==> src/rtl/nn_ctrl_pkg.sv <==
// Shared definitions for the training scheduler and its phase controller bench.
package nn_ctrl_pkg;

  typedef enum logic [2:0] {
    S_IDLE,
    S_ISSUE,
    S_WAIT_ACT,
    S_WAIT_IDLE,
    S_ADVANCE,
    S_FINISH,
    S_ERROR
  } state_e;

  localparam logic [1:0] ERR_NONE    = 2'd0;
  localparam logic [1:0] ERR_NOACT   = 2'd1;
  localparam logic [1:0] ERR_OVERRUN = 2'd2;
  localparam logic [1:0] ERR_ILLEGAL = 2'd3;

  // Phase enables packed as {FPH, FPO, BPH, BPO}.
  localparam logic [3:0] PH_NONE = 4'b0000;
  localparam logic [3:0] PH_FPH  = 4'b1000;
  localparam logic [3:0] PH_FPO  = 4'b0100;
  localparam logic [3:0] PH_BPH  = 4'b0010;
  localparam logic [3:0] PH_BPO  = 4'b0001;

  // Watchdog compare selection: waiting for first activity, or bounding a pass.
  localparam logic WD_ACT  = 1'b0;
  localparam logic WD_PASS = 1'b1;

endpackage

==> src/rtl/nn_phase_watchdog.sv <==
// Saturating cycle timer with the activity-wait and pass-length limit compares.
module nn_phase_watchdog
  import nn_ctrl_pkg::*;
#(
  parameter int ACT_WAIT = 4,
  parameter int PASS_MAX = 64
) (
  input  logic clk,
  input  logic rst_n,
  input  logic clear,
  input  logic enable,
  input  logic phase_any,
  input  logic mode,
  output logic act_timeout,
  output logic pass_overrun
);

  localparam int LIM   = (ACT_WAIT > PASS_MAX) ? ACT_WAIT : PASS_MAX;
  localparam int TMR_W = $clog2(LIM + 1);
  localparam logic [TMR_W-1:0] TMR_SAT   = '1;
  localparam logic [TMR_W-1:0] ACT_LAST  = TMR_W'(ACT_WAIT - 1);
  localparam logic [TMR_W-1:0] PASS_LAST = TMR_W'(PASS_MAX - 1);

  logic [TMR_W-1:0] timer_q, timer_d;

  // Next timer value: clear wins, otherwise count while enabled and stick at all-ones.
  always_comb begin
    // NOTE: default assignment first so every path assigns timer_d and no latch is inferred.
    timer_d = timer_q;
    if (clear) begin
      timer_d = '0;
    end else if (enable && (timer_q != TMR_SAT)) begin
      timer_d = timer_q + TMR_W'(1);
    end
  end

  // Timer register with synchronous reset.
  always_ff @(posedge clk) begin
    // NOTE: non-blocking assignments in clocked blocks so every flop samples pre-edge values.
    if (!rst_n) begin
      timer_q <= '0;
    end else begin
      timer_q <= timer_d;
    end
  end

  // The timer holds the number of cycles already spent in the wait, so the limit
  // is hit on the cycle whose index is LIMIT-1.
  assign act_timeout  = enable && (mode == WD_ACT)  && !phase_any && (timer_q >= ACT_LAST);
  assign pass_overrun = enable && (mode == WD_PASS) &&  phase_any && (timer_q >= PASS_LAST);

endmodule

==> src/rtl/nn_train_scheduler.sv <==
// Issues TR/VL requests to the phase controller and steps sample/epoch counters.
module nn_train_scheduler
  import nn_ctrl_pkg::*;
#(
  parameter int N_TRAIN  = 16,
  parameter int N_VAL    = 4,
  parameter int N_EPOCH  = 8,
  parameter int IDX_W    = 8,
  parameter int EP_W     = 8,
  parameter int ACT_WAIT = 4,
  parameter int PASS_MAX = 64
) (
  input  logic             clk,
  input  logic             rst_n,
  input  logic             start,
  input  logic             FPH,
  input  logic             FPO,
  input  logic             BPH,
  input  logic             BPO,
  output logic             TR,
  output logic             VL,
  output logic [IDX_W-1:0] sample_idx,
  output logic [EP_W-1:0]  epoch,
  output logic             is_val,
  output logic             busy,
  output logic             done,
  output logic             err,
  output logic [1:0]       err_code
);

  localparam longint IDX_CAP = longint'(1) << IDX_W;
  localparam longint EP_CAP  = longint'(1) << EP_W;

  if (longint'(N_TRAIN) > IDX_CAP) begin : g_chk_n_train
    $error("N_TRAIN does not fit in IDX_W bits");
  end
  if (longint'(N_VAL) > IDX_CAP) begin : g_chk_n_val
    $error("N_VAL does not fit in IDX_W bits");
  end
  if (longint'(N_EPOCH) > EP_CAP) begin : g_chk_n_epoch
    $error("N_EPOCH does not fit in EP_W bits");
  end

  localparam logic [IDX_W-1:0] LAST_TR = IDX_W'(N_TRAIN - 1);
  localparam logic [IDX_W-1:0] LAST_VL = IDX_W'((N_VAL > 0) ? (N_VAL - 1) : 0);
  localparam logic [EP_W-1:0]  LAST_EP = EP_W'(N_EPOCH - 1);
  localparam logic             HAS_VAL = (N_VAL > 0);

  state_e           state_q, state_d;
  logic [IDX_W-1:0] idx_q, idx_d;
  logic [EP_W-1:0]  epoch_q, epoch_d;
  logic             is_val_q, is_val_d;
  logic             tr_q, tr_d, vl_q, vl_d;
  logic             busy_q, busy_d, done_q, done_d, err_q, err_d;
  logic [1:0]       err_code_q, err_code_d;

  logic phase_any, wd_clear, wd_enable, wd_mode, act_timeout, pass_overrun;

  assign phase_any = FPH | FPO | BPH | BPO;
  assign wd_clear  = (state_q == S_ISSUE) || ((state_q == S_WAIT_ACT) && phase_any);
  assign wd_enable = (state_q == S_WAIT_ACT) || (state_q == S_WAIT_IDLE);
  assign wd_mode   = (state_q == S_WAIT_IDLE) ? WD_PASS : WD_ACT;

  nn_phase_watchdog #(
    .ACT_WAIT (ACT_WAIT),
    .PASS_MAX (PASS_MAX)
  ) u_watchdog (
    .clk          (clk),
    .rst_n        (rst_n),
    .clear        (wd_clear),
    .enable       (wd_enable),
    .phase_any    (phase_any),
    .mode         (wd_mode),
    .act_timeout  (act_timeout),
    .pass_overrun (pass_overrun)
  );

  // Next-state, counter stepping and registered-output decode.
  always_comb begin
    state_d    = state_q;
    idx_d      = idx_q;
    epoch_d    = epoch_q;
    is_val_d   = is_val_q;
    err_code_d = err_code_q;

    case (state_q)
      S_IDLE: begin
        if (start && !err_q) begin
          state_d  = S_ISSUE;
          idx_d    = '0;
          epoch_d  = '0;
          is_val_d = 1'b0;
        end
      end
      S_ISSUE: state_d = S_WAIT_ACT;
      S_WAIT_ACT: begin
        if (phase_any) begin
          state_d = S_WAIT_IDLE;
        end else if (act_timeout) begin
          state_d    = S_ERROR;
          err_code_d = ERR_NOACT;
        end
      end
      S_WAIT_IDLE: begin
        // Backward phases have no meaning on a validation pass.
        if (is_val_q && (BPH || BPO)) begin
          state_d    = S_ERROR;
          err_code_d = ERR_ILLEGAL;
        end else if (!phase_any) begin
          state_d = S_ADVANCE;
        end else if (pass_overrun) begin
          state_d    = S_ERROR;
          err_code_d = ERR_OVERRUN;
        end
      end
      S_ADVANCE: begin
        state_d = S_ISSUE;
        if (!is_val_q && (idx_q < LAST_TR)) begin
          idx_d = idx_q + IDX_W'(1);
        end else if (!is_val_q && HAS_VAL) begin
          is_val_d = 1'b1;
          idx_d    = '0;
        end else if (is_val_q && (idx_q < LAST_VL)) begin
          idx_d = idx_q + IDX_W'(1);
        end else if (epoch_q < LAST_EP) begin
          epoch_d  = epoch_q + EP_W'(1);
          is_val_d = 1'b0;
          idx_d    = '0;
        end else begin
          // Final epoch done: counters keep their last values for the host to read.
          state_d = S_FINISH;
        end
      end
      S_FINISH: state_d = S_IDLE;
      S_ERROR:  state_d = S_ERROR;
      default:  state_d = S_IDLE;
    endcase

    // Outputs are decoded from the next state so they line up with the state register.
    tr_d   = (state_d == S_ISSUE) && !is_val_d;
    vl_d   = (state_d == S_ISSUE) &&  is_val_d;
    busy_d = (state_d != S_IDLE) && (state_d != S_ERROR);
    done_d = (state_d == S_FINISH);
    err_d  = (state_d == S_ERROR);
  end

  // Scheduler state and registered outputs.
  always_ff @(posedge clk) begin
    if (!rst_n) begin
      state_q    <= S_IDLE;
      idx_q      <= '0;
      epoch_q    <= '0;
      is_val_q   <= 1'b0;
      tr_q       <= 1'b0;
      vl_q       <= 1'b0;
      busy_q     <= 1'b0;
      done_q     <= 1'b0;
      err_q      <= 1'b0;
      err_code_q <= ERR_NONE;
    end else begin
      state_q    <= state_d;
      idx_q      <= idx_d;
      epoch_q    <= epoch_d;
      is_val_q   <= is_val_d;
      tr_q       <= tr_d;
      vl_q       <= vl_d;
      busy_q     <= busy_d;
      done_q     <= done_d;
      err_q      <= err_d;
      err_code_q <= err_code_d;
    end
  end

  assign TR         = tr_q;
  assign VL         = vl_q;
  assign sample_idx = idx_q;
  assign epoch      = epoch_q;
  assign is_val     = is_val_q;
  assign busy       = busy_q;
  assign done       = done_q;
  assign err        = err_q;
  assign err_code   = err_code_q;

endmodule

==> config.mk <==
export PLATFORM = sky130hd
export DESIGN_NAME = nn_train_scheduler
export DESIGN_NICKNAME = d
export VERILOG_FILES = /design/src/rtl/nn_ctrl_pkg.sv /design/src/rtl/nn_phase_watchdog.sv /design/src/rtl/nn_train_scheduler.sv
export SDC_FILE = /design/constraint.sdc
export NUM_CORES = 1
export LEC_CHECK = 0
export ABC_CLOCK_PERIOD_IN_PS = 3600
export BUFFER_PORTS_ARGS = -buffer_cell sky130_fd_sc_hd__buf_4
export CAP_MARGIN = 20
export CORE_ASPECT_RATIO = 0.9
export CORE_MARGIN = 2
export CORE_UTILIZATION = 50
export CTS_CLUSTER_SIZE = 8
export DETAILED_ROUTE_END_ITERATION = 8
export GPL_ROUTABILITY_DRIVEN = 0
export PLACE_DENSITY = 0.73
export SLEW_MARGIN = 5
export SYNTH_ARGS = -nofsm -noshare
export SYNTH_HDL_FRONTEND = slang
export SYNTH_SLANG_ARGS = --single-unit
export TNS_END_PERCENT = 20
==> constraint.sdc <==
create_clock -name clk -period 3.6 [get_ports clk]
set_input_delay 0.18 -clock clk [delete_from_list [all_inputs] [get_ports clk]]
set_output_delay 0.18 -clock clk [all_outputs]
set_load 0.03 [all_outputs]
==> metrics.cfg <==
[cts]
clk_pin_slew_ns = 0.07
post-cts-setup-buffer-count = 0
post_cts_resize_count = 0
clk_latency_ns = 0.28
cts_tree = done
cts_buffers = 5
ctsHoldBuffers = 0
cts_buffer_depth = 2
cts_root_buf = clkbuf_8
h-tree-depth = 2
cts.sinks = 34

[worst_setup_path]
required_ns = 3.81
path_max_fanout = 10
path_buf_inv = 0
critPathKind = reg -> reg
path_delay_family = simple AND/OR/NAND/NOR gates
worstSetupStartpointType = flip-flop
max_stage_delay_ns = 0.56
cp-end-kind = flip-flop
cp.arrival_ns = 2.45
cp_slowest_cell = or4_1
cp_cell_sequence = ha_1 > a211o_1 > nor4_1 > o31ai_2 > or4_1 > a21oi_1

[power_and_ir_drop]
internal_power_uw = 624
seq_power_share = 0.489
clkPwrFrac = 0.408
pwr_density_cell_nw_per_um2 = 406
swShare = 0.234
peakVddDrop_uv = 261
finalPower_uw = 814
switchingPower_uw = 191
combPwrFrac = 0.103
p_leak_nw = 0.826

[grt]
use_met1 = 0.244
track_usage = 0.214
grt.busiest_layer = met2
antenna_found_initial = 0
grt_overflow = 0
grt_pass1_wl_um = 6310
grtUsageMet2 = 0.393
grt.met3_usage = 0.0478
grt_pass1_vias = 1478
grt_max_degree = 20

[routing]
vias = 1494
totalWireLength_um = 3670
wl_per_cell_um = 14.0
drc_errors = 0
dr.first_iter.drc_count = 100
ant_nets = 0
dr.pass1.iters = 4
viasPerCell = 5.70

[synth]
ys.flop_type = dfxtp_1
syn_inst = 188
synth-seq-cells = 34
synth_edf_count = 0
synth.net_count = 198
synthTopCellsByArea = dfxtp_1 (41%), a21oi_1 (3.6%), nand2_1 (3.4%)
synth_top_area_frac = 0.411
synthArstFlopShare = 0
syn-cell-area_um2 = 1660
synth_warnings = 0
yosysUniqueCellTypes = 48
seq_area_frac_synth = 0.411
yosysTopAreaCell = dfxtp_1
syn_area_per_cell_um2 = 8.82

[timing]
finalMaxSlewViolations = 0
final-hold-violation-count = 0
worst_clock_skew_ns = 0.00509
finalSetupViolations = 0
fin_crit_sh = 0.623
rsz0062_at_grt = false
fin_tns_setup_ns = 0
tightest_slew_ns = 0.909
period_needed_ns = 2.24
max_slew_margin = 0.388
holdWs_ns = 0.270
fmax_mhz = 446

[min_path]
min_path_type = in -> reg

[floorplanning]
die_h_um = 58.6
ios = 31
core_area_um2 = 3110
fp-row-count = 19
die-area_um2 = 3790
die_w_um = 64.7
start_util = 0.532

[finish]
regArea_um2 = 681
layout.nets = 229
layout_common_cells = dfxtp_1 (34), buf_4 (30), nand2_1 (15)
multi_input_comb_area_um2 = 917
antenna-diode-count = 0
final_core_util = 0.644
drive_gt1_frac = 0.209
fill_cells = 279
mostFrequentLayoutCell = dfxtp_1
area_delta_synth_final_pct = 20.9

[job]
maxCapViolCount = 0

[run_status]
status = finished, final reports clean

[placement]
place.detailed.hpwl_um = 2730
port_buffers = 30

## cells in the mapped netlist, types with 2 or more instances
library cell and number:
mux2i_1 2, inv_1 6, a21oi_1 12, nand3_1 6, nor2_1 13, xor2_1 4, clkbuf_1 4, a41oi_1 2
nand2_1 15, o22ai_1 2, xnor2_1 2, dfxtp_1 34, nor4_1 3, nand2b_1 3, and3_1 2, nor4b_1 2
ha_1 3, o21a_1 4, o211ai_1 2, buf_6 2, o21ai_0 9, and2_1 7, nor3_1 5, or3_2 2
nor2b_1 9, a22oi_1 4, a211o_1 2, or4_1 5, nand4_1 3
## sequential cells by signal, indices dropped and copies added, names as in the netlist
name and flops:
TR 1, VL 1, busy 1, done 1, epoch 8, err 1, err_code 2, is_val 1
sample_idx 8, state_q 3, u_watchdog.timer_q 7
## cell families (layout without fill, tap and decap cells)
logic type      after synthesis  count (layout)  synth area share
xor+xnor                      6               6            0.0317
mux                           2               2            0.0121
simple gates                 82              82             0.277
flops                        34              34             0.411
buf+inv                      12              44            0.0362
compound gates               49              49             0.210
fa+ha+maj                     3               3            0.0226
## through the flow
stage / instances / instance area (um2) / worst slack, ns
global placement: 254 / 1900 / 1.49
detailed placement: 254 / 1900 / 1.38
CTS: 262 / 2000 / 1.34
finish: 262 / 2000 / 1.36
global route: 262 / 2000 / 1.23
floorplan: 188 / 1660 / 1.43
## path summary, 6_finish.rpt
| path | start | to | slack (ns) | cells after the start |
|---|---|---|---|---|
| max | epoch[0] | sample_idx[7] | 1.36 | 6 |
| min | rst_n | sample_idx[1] | 0.27 | 2 |
| max reg2reg | epoch[0] | sample_idx[7] | 1.36 | 6 |
| min reg2reg | sample_idx[7] | sample_idx[7] | 0.49 | 2 |
## power groups by stage
| stage | logic [mW] | registers, mW | clock network (mW) |
|---|---|---|---|
| global route | 0.0944 | 0.399 | 0.353 |
| floorplan | 0.0592 | 0.407 | 0 |
| finish | 0.0841 | 0.398 | 0.332 |
| detailed placement | 0.0831 | 0.406 | 0 |
| global placement | 0.0817 | 0.406 | 0 |
| CTS | 0.0836 | 0.398 | 0.341 |
## cell type report
cell class | instances | share of cell area
timing repair buffer | 30 | 0.112
tap | 42 | 0.0262
clock buffer | 7 | 0.0381
inverter | 6 | 0.0112
clock inverter | 1 | 0.0150
sequential | 34 | 0.340
multi-input combinational | 142 | 0.458
## per-layer routing
| layer | part of all wire | wire length [um] |
|---|---|---|
| met5 | 0 | 0 |
| met2 | 0.51 | 1870 |
| met1 | 0.43 | 1580 |
| met4 | 0.011 | 40 |
| met3 | 0.050 | 183 |
No activity file was read; power rests on OpenSTA's default activity.
